<file path="src/rtl/bit_packer_if.sv">
// Code-in / packed-word-out bundle for bit_packer; no backpressure signals exist in either direction.
// With BIT_PACKER_STATS_EN defined the bundle also carries the total_bits and word_count counters.
interface bit_packer_if;
    logic        enable;
    logic [31:0] val;
    logic [31:0] size_of_bit;
    logic        flush_bit;
    logic        out_valid;
    logic [31:0] out_data;
    logic [2:0]  out_bytes;
    logic        out_last;
    logic        proto_err;
`ifdef BIT_PACKER_STATS_EN
    logic [31:0] total_bits;
    logic [31:0] word_count;

    modport master (
        output enable, val, size_of_bit, flush_bit,
        input  out_valid, out_data, out_bytes, out_last, proto_err, total_bits, word_count
    );
    modport slave (
        input  enable, val, size_of_bit, flush_bit,
        output out_valid, out_data, out_bytes, out_last, proto_err, total_bits, word_count
    );
`else
    modport master (
        output enable, val, size_of_bit, flush_bit,
        input  out_valid, out_data, out_bytes, out_last, proto_err
    );
    modport slave (
        input  enable, val, size_of_bit, flush_bit,
        output out_valid, out_data, out_bytes, out_last, proto_err
    );
`endif
endinterface

</file>
<file path="src/rtl/bit_packer.sv">
// Packs variable-length codes MSB-first into 32-bit words; one-cycle latency, flush emits a padded last word.
// No backpressure either way. Define BIT_PACKER_STATS_EN to add total_bits/word_count counters.
module bit_packer #(
    parameter logic PAD_BIT = 1'b0
) (
    input  logic         clock,
    input  logic         reset,
    bit_packer_if.slave  bus
);

    typedef enum logic {ACCUM, FLUSH_TAIL} state_t;

    state_t      state_q, state_d;
    logic [63:0] acc_q, acc_d;
    logic [4:0]  fill_q, fill_d;
    logic [31:0] tail_data_q, tail_data_d;
    logic [2:0]  tail_bytes_q, tail_bytes_d;
    logic        out_valid_q, out_valid_d;
    logic [31:0] out_data_q, out_data_d;
    logic [2:0]  out_bytes_q, out_bytes_d;
    logic        out_last_q, out_last_d;
    logic        proto_err_q, proto_err_d;
`ifdef BIT_PACKER_STATS_EN
    logic [31:0] total_bits_q, total_bits_d;
    logic [31:0] word_count_q, word_count_d;
`endif

    logic        oversize;
    logic [5:0]  s_len;
    logic [6:0]  align_sh;
    logic [6:0]  total;
    logic [6:0]  tail_len;
    logic [31:0] masked;
    logic [63:0] placed;
    logic [63:0] merged;

    // Unused low bits of a final word take PAD_BIT; accumulator bits below the code are always zero.
    function automatic logic [31:0] pad_word(input logic [31:0] w, input logic [6:0] t);
        return w | ({32{PAD_BIT}} & (32'hFFFF_FFFF >> t));
    endfunction

    function automatic logic [2:0] byte_count(input logic [6:0] t);
        logic [6:0] r;
        r = t + 7'd7;
        return r[5:3];
    endfunction

    always_comb begin
        oversize = (bus.size_of_bit > 32'd32);
        s_len    = oversize ? 6'd32 : bus.size_of_bit[5:0];
        masked   = bus.val & ~(32'hFFFF_FFFF << s_len);
        align_sh = 7'd32 - {1'b0, s_len};
        placed   = ({masked, 32'h0} << align_sh) >> fill_q;
        merged   = acc_q | placed;
        total    = {2'b00, fill_q} + {1'b0, s_len};
        tail_len = total - 7'd32;
    end

    always_comb begin
        state_d      = state_q;
        acc_d        = acc_q;
        fill_d       = fill_q;
        tail_data_d  = tail_data_q;
        tail_bytes_d = tail_bytes_q;
        out_valid_d  = 1'b0;
        out_data_d   = 32'h0;
        out_bytes_d  = 3'd0;
        out_last_d   = 1'b0;
        proto_err_d  = proto_err_q;
`ifdef BIT_PACKER_STATS_EN
        total_bits_d = total_bits_q;
`endif
        case (state_q)
            ACCUM: begin
                if (bus.enable) begin
                    if (oversize) proto_err_d = 1'b1;
`ifdef BIT_PACKER_STATS_EN
                    total_bits_d = total_bits_q + {26'h0, s_len};
`endif
                    if (bus.flush_bit) begin
                        acc_d  = 64'h0;
                        fill_d = 5'd0;
                        if (total > 7'd32) begin
                            // Two words to go: full word now, padded tail from FLUSH_TAIL next cycle.
                            out_valid_d  = 1'b1;
                            out_data_d   = merged[63:32];
                            out_bytes_d  = 3'd4;
                            tail_data_d  = pad_word(merged[31:0], tail_len);
                            tail_bytes_d = byte_count(tail_len);
                            state_d      = FLUSH_TAIL;
                        end else if (total != 7'd0) begin
                            out_valid_d = 1'b1;
                            out_data_d  = pad_word(merged[63:32], total);
                            out_bytes_d = byte_count(total);
                            out_last_d  = 1'b1;
                        end
                    end else if (total >= 7'd32) begin
                        out_valid_d = 1'b1;
                        out_data_d  = merged[63:32];
                        out_bytes_d = 3'd4;
                        acc_d       = merged << 32;
                        fill_d      = total[4:0];
                    end else begin
                        acc_d  = merged;
                        fill_d = total[4:0];
                    end
                end
            end
            FLUSH_TAIL: begin
                out_valid_d = 1'b1;
                out_data_d  = tail_data_q;
                out_bytes_d = tail_bytes_q;
                out_last_d  = 1'b1;
                state_d     = ACCUM;
                if (bus.enable) proto_err_d = 1'b1;
            end
            default: state_d = ACCUM;
        endcase
`ifdef BIT_PACKER_STATS_EN
        word_count_d = word_count_q + {31'h0, out_valid_d};
`endif
    end

    always_ff @(posedge clock) begin
        if (reset) begin
            state_q      <= ACCUM;
            acc_q        <= 64'h0;
            fill_q       <= 5'd0;
            tail_data_q  <= 32'h0;
            tail_bytes_q <= 3'd0;
            out_valid_q  <= 1'b0;
            out_data_q   <= 32'h0;
            out_bytes_q  <= 3'd0;
            out_last_q   <= 1'b0;
            proto_err_q  <= 1'b0;
`ifdef BIT_PACKER_STATS_EN
            total_bits_q <= 32'h0;
            word_count_q <= 32'h0;
`endif
        end else begin
            state_q      <= state_d;
            acc_q        <= acc_d;
            fill_q       <= fill_d;
            tail_data_q  <= tail_data_d;
            tail_bytes_q <= tail_bytes_d;
            out_valid_q  <= out_valid_d;
            out_data_q   <= out_data_d;
            out_bytes_q  <= out_bytes_d;
            out_last_q   <= out_last_d;
            proto_err_q  <= proto_err_d;
`ifdef BIT_PACKER_STATS_EN
            total_bits_q <= total_bits_d;
            word_count_q <= word_count_d;
`endif
        end
    end

    assign bus.out_valid = out_valid_q;
    assign bus.out_data  = out_data_q;
    assign bus.out_bytes = out_bytes_q;
    assign bus.out_last  = out_last_q;
    assign bus.proto_err = proto_err_q;
`ifdef BIT_PACKER_STATS_EN
    assign bus.total_bits = total_bits_q;
    assign bus.word_count = word_count_q;
`endif

endmodule

</file>
<file path="src/flat_wrapper.sv">
// flat-port wrapper written by rule: the top's interface ports become plain ports
module bit_packer_flat 
#(
    parameter logic PAD_BIT = 1'b0
)
  (clock, reset, bus_enable, bus_val, bus_size_of_bit, bus_flush_bit, bus_out_valid, bus_out_data, bus_out_bytes, bus_out_last, bus_proto_err);
  bit_packer_if bus_i ();
  input  logic clock;
  input  logic reset;
  input wire logic [$bits(bus_i.enable)-1:0] bus_enable;
  input wire logic [$bits(bus_i.val)-1:0] bus_val;
  input wire logic [$bits(bus_i.size_of_bit)-1:0] bus_size_of_bit;
  input wire logic [$bits(bus_i.flush_bit)-1:0] bus_flush_bit;
  output wire logic [$bits(bus_i.out_valid)-1:0] bus_out_valid;
  output wire logic [$bits(bus_i.out_data)-1:0] bus_out_data;
  output wire logic [$bits(bus_i.out_bytes)-1:0] bus_out_bytes;
  output wire logic [$bits(bus_i.out_last)-1:0] bus_out_last;
  output wire logic [$bits(bus_i.proto_err)-1:0] bus_proto_err;
  assign bus_i.enable = bus_enable;
  assign bus_i.val = bus_val;
  assign bus_i.size_of_bit = bus_size_of_bit;
  assign bus_i.flush_bit = bus_flush_bit;
  assign bus_out_valid = bus_i.out_valid;
  assign bus_out_data = bus_i.out_data;
  assign bus_out_bytes = bus_i.out_bytes;
  assign bus_out_last = bus_i.out_last;
  assign bus_proto_err = bus_i.proto_err;
  bit_packer #(.PAD_BIT(PAD_BIT)) u_core (.clock(clock), .reset(reset), .bus(bus_i));
endmodule
</file>
<file path="config.mk">
export PLATFORM = sky130hd
export DESIGN_NAME = bit_packer_flat
export DESIGN_NICKNAME = d
export VERILOG_FILES = /design/src/rtl/bit_packer_if.sv /design/src/rtl/bit_packer.sv /design/src/flat_wrapper.sv
export SDC_FILE = /design/constraint.sdc
export NUM_CORES = 1
export LEC_CHECK = 0
export ABC_AREA = 0
export CORE_ASPECT_RATIO = 0.9
export CORE_MARGIN = 2
export CORE_UTILIZATION = 40
export CTS_BUF_LIST = sky130_fd_sc_hd__clkbuf_4 sky130_fd_sc_hd__clkbuf_8
export DETAILED_ROUTE_END_ITERATION = 8
export PLACE_DENSITY = 0.64
export SYNTH_ARGS = -nofsm -noshare
export SYNTH_HDL_FRONTEND = slang
export SYNTH_SLANG_ARGS = --single-unit
</file>
<file path="constraint.sdc">
create_clock -name clock -period 16.9 [get_ports clock]
set_clock_uncertainty 0.1 [all_clocks]
set_input_delay 3.38 -clock clock [delete_from_list [all_inputs] [get_ports clock]]
set_output_delay 3.38 -clock clock [all_outputs]
set_load 0.05 [all_outputs]
</file>
# Yosys cells after proc, flatten, opt, wreduce, memory -nomap -nowiden
# Index checks and enable logic that the tools add are counted.
# W data, S select, Z words.
dict set report word_totals {
  register_bits 143
  inputBits 68
  output_inout_bits 38
  elab_cells 66
}
dict set report op_classes {
  n_addsub 5
  magnitude_cmp 3
  n_eq_ne 3
  shifts 3
  muxes 34
  bitwise 4
  reduce_logical 4
}
# op count
set ops {}
lappend ops {{$mux W32} 5}
lappend ops {{$mux W64} 2}
lappend ops {{$or A64 B64 Y64} 1}
lappend ops {{$pmux W32 S2} 1}
lappend ops {{$shl A64 B7 Y64} 1}
lappend ops {{$shr A64 B5 Y64} 1}
lappend ops {{$and A32 B32 Y32} 1}
lappend ops {{$gt A32 B6 Y1 const B} 1}
lappend ops {{$not A32 Y32} 1}
lappend ops {{$shl A32 B6 Y32 const A} 1}
lappend ops {{$mux W3} 5}
lappend ops {{$mux W1} 14}
lappend ops {{$add A6 B3 Y6 const B} 2}
lappend ops {{$pmux W1 S2} 4}
lappend ops {{$add A5 B6 Y7} 1}
lappend ops {{$ge A7 B6 Y1 const B} 1}
lappend ops {{$gt A7 B6 Y1 const B} 1}
lappend ops {{$reduce_bool A7 Y1} 1}
lappend ops {{$sub A6 B6 Y7 const A} 1}
lappend ops {{$mux W6} 1}
lappend ops {{$pmux W3 S2} 1}
lappend ops {{$sub A6 B6 Y6 const B} 1}
lappend ops {{$mux W5} 1}
lappend ops {{$ne A2 B2 Y1 const B} 2}
lappend ops {{5 further kinds} 5}

# Longest topological paths before layout
dict set report logic_depth {
  word_depth 13
  mapped_depth 20
  ltp_nobuf 18
}

# Worst setup path before layout
# OpenSTA, ideal clock, no wires.
dict set report synth_path {
  kind {input to register}
  from {input port bus_size_of_bit[22]}
  to {register u_core.out_data_q[6] (netlist: u_core.bus.out_data[6])}
  setup_time_ns 0.117
  t_arrival_ns 8.170
  t_required_ns 16.683
  slack_ns 8.513
  cell_stages 19
  path_buffers 4
  path_cell_list {nor4_2 -> nand4_4 -> nor2_1 -> clkbuf_1 -> nand2_1 -> ha_1 -> ha_1 -> clkbuf_1 -> clkbuf_1 -> clkbuf_1 -> o31ai_1 -> a2bb2oi_1 -> a211oi_1 -> a21oi_1 -> or3_1 -> a31o_2 -> mux4_2 -> o2bb2a_4 -> a22o_1}
}
dict set report synth_via {
  elab_chain_len 13
  elab_cells_between_ends 19
  classes_between {add/sub: 2; order compare: 3; shift: 3; mux: 7; bitwise: 3; reduce/logical: 1}
}
# item line_no
set synth_rtl {}
lappend synth_rtl {{start: declaration} flat_wrapper.sv:12} ;# input wire logic [$bits(bus_i.size_of_bit)-1:0] bus_size_of_bit;
lappend synth_rtl {{$gt A32 B6 Y1 *} bit_packer.sv:49} ;# oversize = (bus.size_of_bit > 32'd32);
lappend synth_rtl {{$mux W6 *} bit_packer.sv:50} ;# s_len = oversize ? 6'd32 : bus.size_of_bit[5:0];
lappend synth_rtl {{$shl A32 B6 Y32} bit_packer.sv:51} ;# masked = bus.val & ~(32'hFFFF_FFFF << s_len);
lappend synth_rtl {{$not A32 Y32} bit_packer.sv:51}
lappend synth_rtl {{$and A32 B32 Y32} bit_packer.sv:51}
lappend synth_rtl {{$shl A64 B7 Y64} bit_packer.sv:53} ;# placed = ({masked, 32'h0} << align_sh) >> fill_q;
lappend synth_rtl {{$shr A64 B5 Y64} bit_packer.sv:53}
lappend synth_rtl {{$or A64 B64 Y64} bit_packer.sv:54} ;# merged = acc_q | placed;
lappend synth_rtl {{$mux W32} bit_packer.sv:91} ;# end else if (total != 7'd0) begin
lappend synth_rtl {{$mux W32} bit_packer.sv:83} ;# if (total > 7'd32) begin
lappend synth_rtl {{$mux W32 *} bit_packer.sv:80} ;# if (bus.flush_bit) begin
lappend synth_rtl {{$mux W32 *} bit_packer.sv:75} ;# if (bus.enable) begin
lappend synth_rtl {{$pmux W32 S2 *} bit_packer.sv:73} ;# case (state_q)
lappend synth_rtl {{end signal: assignment} bit_packer.sv:147} ;# out_data_q <= out_data_d;
lappend synth_rtl {{end: declaration} bit_packer.sv:19} ;# logic [31:0] out_data_q, out_data_d;
# Every way passes the cells marked *; elsewhere a longest branch is shown, timed or not.
# A chain may end at the register's enable or synchronous reset.

# Final worst setup path
dict set report layout_path {
  from {input port bus_size_of_bit[24]}
  to {register u_core.out_data_q[11] (netlist: u_core.bus.out_data[11])}
}
# The elaborated chain is that of the path after synthesis.

==> reports/qor.yml <==
setup_ws_ns: 6.832
synth_top_family_by_area: "compound AO/OA/AOI/OAI gates"
maxCapViolCount: 0
grt-ovfl-total: 0
ctsHtreeMaxLevel: 4
power.density_nw_per_um2: 56.43
dpl.cell_count: 2018
finalPower_mw: 0.7759
first_pass_iters: 6
cts_buffer_depth: 2
synthAdderAreaFrac_pct: 0.9608
ys_seq_area_share_pct: 23.06
critPathRequiredTime_ns: 17.15
ys_types: 109
fp.coreArea_um2: 30030
ir_drop_mv: 0.04883
grt_pass1_wl_um: 82860
yosys.area_share.simple_pct: 24.02
drc_errors: 0
syn-num-nets: 1688
hp-class: "reg2reg"
min_from: "u_core.acc_q[23]"
root_buffer: "clkbuf_8"
critical_path_class: "in2reg"
postLayoutCoreUtil_pct: 45.78
synth_compound_area_share_pct: 40.88
num-fill-cells: 3040
p_leak_nw: 4.765
cp-startpoint: "bus_size_of_bit[24]"
port_buffers: 105
reg2regPathDepth: 12
max_freq_ghz: 0.09932
rows: 60
worstPathCellList: "clkdlybuf4s50_1, nor4_2, nand4_4, buf_4, nor2_1, nand2_1, ha_1, ha_1, inv_1, buf_4, nor2_1, o311ai_1, nand2_1, a2111o_1, o21ai_0, o31ai_1, nor2_1, o21ai_0, a32o_1, a22oi_1, o21ai_0"
cp_slowest_cell: "nor2_1"
period_needed_ns: 10.07
hold_end: "u_core.acc_q[23]"
rsz0062_at_grt: "no"
clk_latency_ns: 0.46
max_stage_delay_ns: 0.85
synth_edf_count: 0
setup_tns_ns: 0
hold_depth: 2
place_congestion: 1.028
final_hold_viol_count: 0
worst_slew_margin_rel_pct: 12.40
vias_per_cell: 7.035
drive_above_1_share_pct: 9.775
worstSetupStartpointType: "input port"
timing.final.max_slew_violations: 0
setup_viol: 0
die_w_um: 188.4
track_usage_pct: 33.49
cts_resized: 0
async_flop_share_pct: 0
clk_pin_slew_worst_paths_ns: 0.10
wirelength_um: 54860
crit_fanout: 63
end_kind: "flop"
fin_nets: 1710
outcome: "completed"
dieArea_um2: 32020
vias: 14420
cts_tree: "built"
syn_area_um2: 12240
start_util_pct: 40.77
dp_hpwl_um: 40190
diodes: 0
grt_pass1_vias: 13120
ys_ff_latch: 141
dpl_worst_slack_ns: 6.612
cts_made_buffers: 17
timing.rr.start: "u_core.fill_q[0]"
grt_max_degree: 83
first_iter_violations: 2566
synthCells: 1612
synth_xor_area_share_pct: 0.7155
synth_mux_area_share_pct: 3.250
r2r_slack_ns: 11.40
grt_antenna_before_repair: 1
arrival_ns: 10.32
synthFlopType: "dfxtp_1"
regToRegEndpoint: "u_core.bus.out_data[22]"
numClockSinks: 141
post-cts-setup-buffer-count: 0
syn-mean-instance-area_um2: 7.594
fin_cells: 2050
ioPinCount: 106
fp.dieH_um: 170.0
ys_warn_count: 0
hold_buffers: 0
antenna_left: 0
wl_per_cell_um: 26.76
worstMarginPinSlew_ns: 1.314
syn_to_final_growth_pct: 12.31
post-route-period-util_pct: 59.57
## registers in the layout, summed over array words and instances (netlist names)
register,count
u_core.bus.out_data,32
u_core.bus.out_last,1
u_core.tail_data_q,31
u_core.tail_bytes_q,3
u_core.acc_q,63
u_core.state_q,1
u_core.fill_q,5
u_core.bus.out_valid,1
u_core.bus.proto_err,1
u_core.bus.out_bytes,3
## where the power goes
part           internal (mW)  leakage, nW  switching, mW
Combinational         0.0529         3.42         0.0966
Clock                  0.125        0.197          0.164
Sequential             0.337         1.14        0.00165
## cells in the final DEF (no fill, tap or decap), drive strengths merged, types with 11 or more instances in the layout
| cell | synthesis | layout |
|---|---|---|
| nor2 | 185 | 185 |
| dfxtp | 141 | 141 |
| nand2 | 124 | 124 |
| a21oi | 119 | 119 |
| clkdlybuf4s50 | 0 | 104 |
| o21ai | 87 | 87 |
| nor3 | 73 | 73 |
| a211oi | 51 | 51 |
| o31ai | 44 | 44 |
| a31oi | 42 | 42 |
| buf | 54 | 39 |
| nand3 | 37 | 37 |
| inv | 25 | 33 |
| o211ai | 28 | 28 |
| o31a | 27 | 27 |
| or3 | 25 | 25 |
| a22oi | 25 | 25 |
| nor4 | 25 | 25 |
| o22ai | 23 | 23 |
| a21o | 20 | 20 |
| and3 | 19 | 19 |
| o21a | 17 | 17 |
| clkbuf | 84 | 17 |
| a32oi | 16 | 16 |
| nand4 | 16 | 16 |
| mux2i | 16 | 16 |
| and2 | 15 | 15 |
| a221o | 14 | 14 |
| a22o | 13 | 13 |
| o32ai | 12 | 12 |
| a31o | 11 | 11 |
| o2bb2ai | 11 | 11 |
| nor2b | 11 | 11 |
## worst max-delay path: cells and delay by family
kind	cells	cell delay, ns
buf+inv	4	1.05
simple gates	7	2.63
compound gates	8	2.53
fa+ha+maj	2	0.68
## cells in the mapped netlist (10+ instances only)
| library cell | number | area [um^2] |
|---|---|---|
| o22ai_1 | 22 | 137.6 |
| or3_1 | 25 | 156.4 |
| buf_6 | 21 | 236.5 |
| a31oi_1 | 42 | 262.8 |
| inv_1 | 24 | 90.09 |
| a211oi_1 | 46 | 345.3 |
| o31a_1 | 24 | 210.2 |
| a22o_1 | 13 | 113.9 |
| dfxtp_1 | 141 | 2823 |
| a22oi_1 | 24 | 180.2 |
| a32oi_1 | 16 | 140.1 |
| nor3_1 | 71 | 355.3 |
| nand3_1 | 37 | 185.2 |
| nand4_1 | 15 | 93.84 |
| o2bb2ai_1 | 11 | 96.34 |
| and3_1 | 19 | 118.9 |
| buf_2 | 22 | 110.1 |
| o32ai_1 | 10 | 87.58 |
| nor2b_1 | 11 | 68.82 |
| a21o_1 | 20 | 150.1 |
| o21a_1 | 17 | 127.6 |
| clkbuf_1 | 76 | 285.3 |
| o21ai_1 | 10 | 50.05 |
| nor4_1 | 18 | 112.6 |
| nand2_1 | 124 | 465.5 |
| o31ai_1 | 33 | 247.7 |
| and2_1 | 14 | 87.58 |
| mux2i_1 | 15 | 150.1 |
| o21ai_0 | 77 | 385.4 |
| a31o_2 | 11 | 96.34 |
| a221o_1 | 14 | 140.1 |
| nor2_1 | 184 | 690.7 |
| a21oi_1 | 117 | 585.6 |
| o211ai_1 | 28 | 210.2 |
## cells by family after synthesis
logic type / after synthesis
AOI/OAI and AO/OA: 672
xor gates and xnor gates: 10
adders and majority gates: 9
buffers and inverters: 166
DFF: 141
muxes: 27
and+or+nand+nor: 587
## how the worst max path moves through the flow
| stage | end | cells past startpoint |
|---|---|---|
| 4_1_cts | u_core.bus.out_data[11] | 21 |
| 2_1_floorplan | u_core.bus.out_data[6] | 19 |
| 5_1_grt | u_core.acc_q[43] | 21 |
| 3_3_place_gp | u_core.bus.out_data[11] | 21 |
| 6_report | u_core.bus.out_data[11] | 21 |
| 3_5_place_dp | u_core.bus.out_data[11] | 21 |
## cell type report
cell class / instances / area (um^2) / share of cell area (%)
inverters: 26 / 97.59 / 0.7099
repair buffers: 143 / 1331 / 9.683
clock buffers: 17 / 234.0 / 1.702
clock inverters: 15 / 173.9 / 1.265
multi-input cells: 1305 / 8582 / 62.42
flip-flops and latches: 141 / 2825 / 20.55
well taps: 403 / 504.2 / 3.668
## layer usage
metal  part of all wire [%]  GRT usage [%]  vias to the layer above
met5                  0.022              0                        -
met3                     14          9.672                      151
li1                       -              -                     6362
met1                     41          46.89                     6845
met4                    3.0          10.29                        2
met2                     42          49.43                     1061
## per-stage QoR
stage	area, um^2	hold WS, ns
after floorplan	12240	0.3249
after global placement	13340	0.3385
final	13750	0.3578
after CTS	13750	0.3575
after global routing	13750	0.3794
after detailed placement	13340	0.3386
Power figures use the tool's default switching activity.
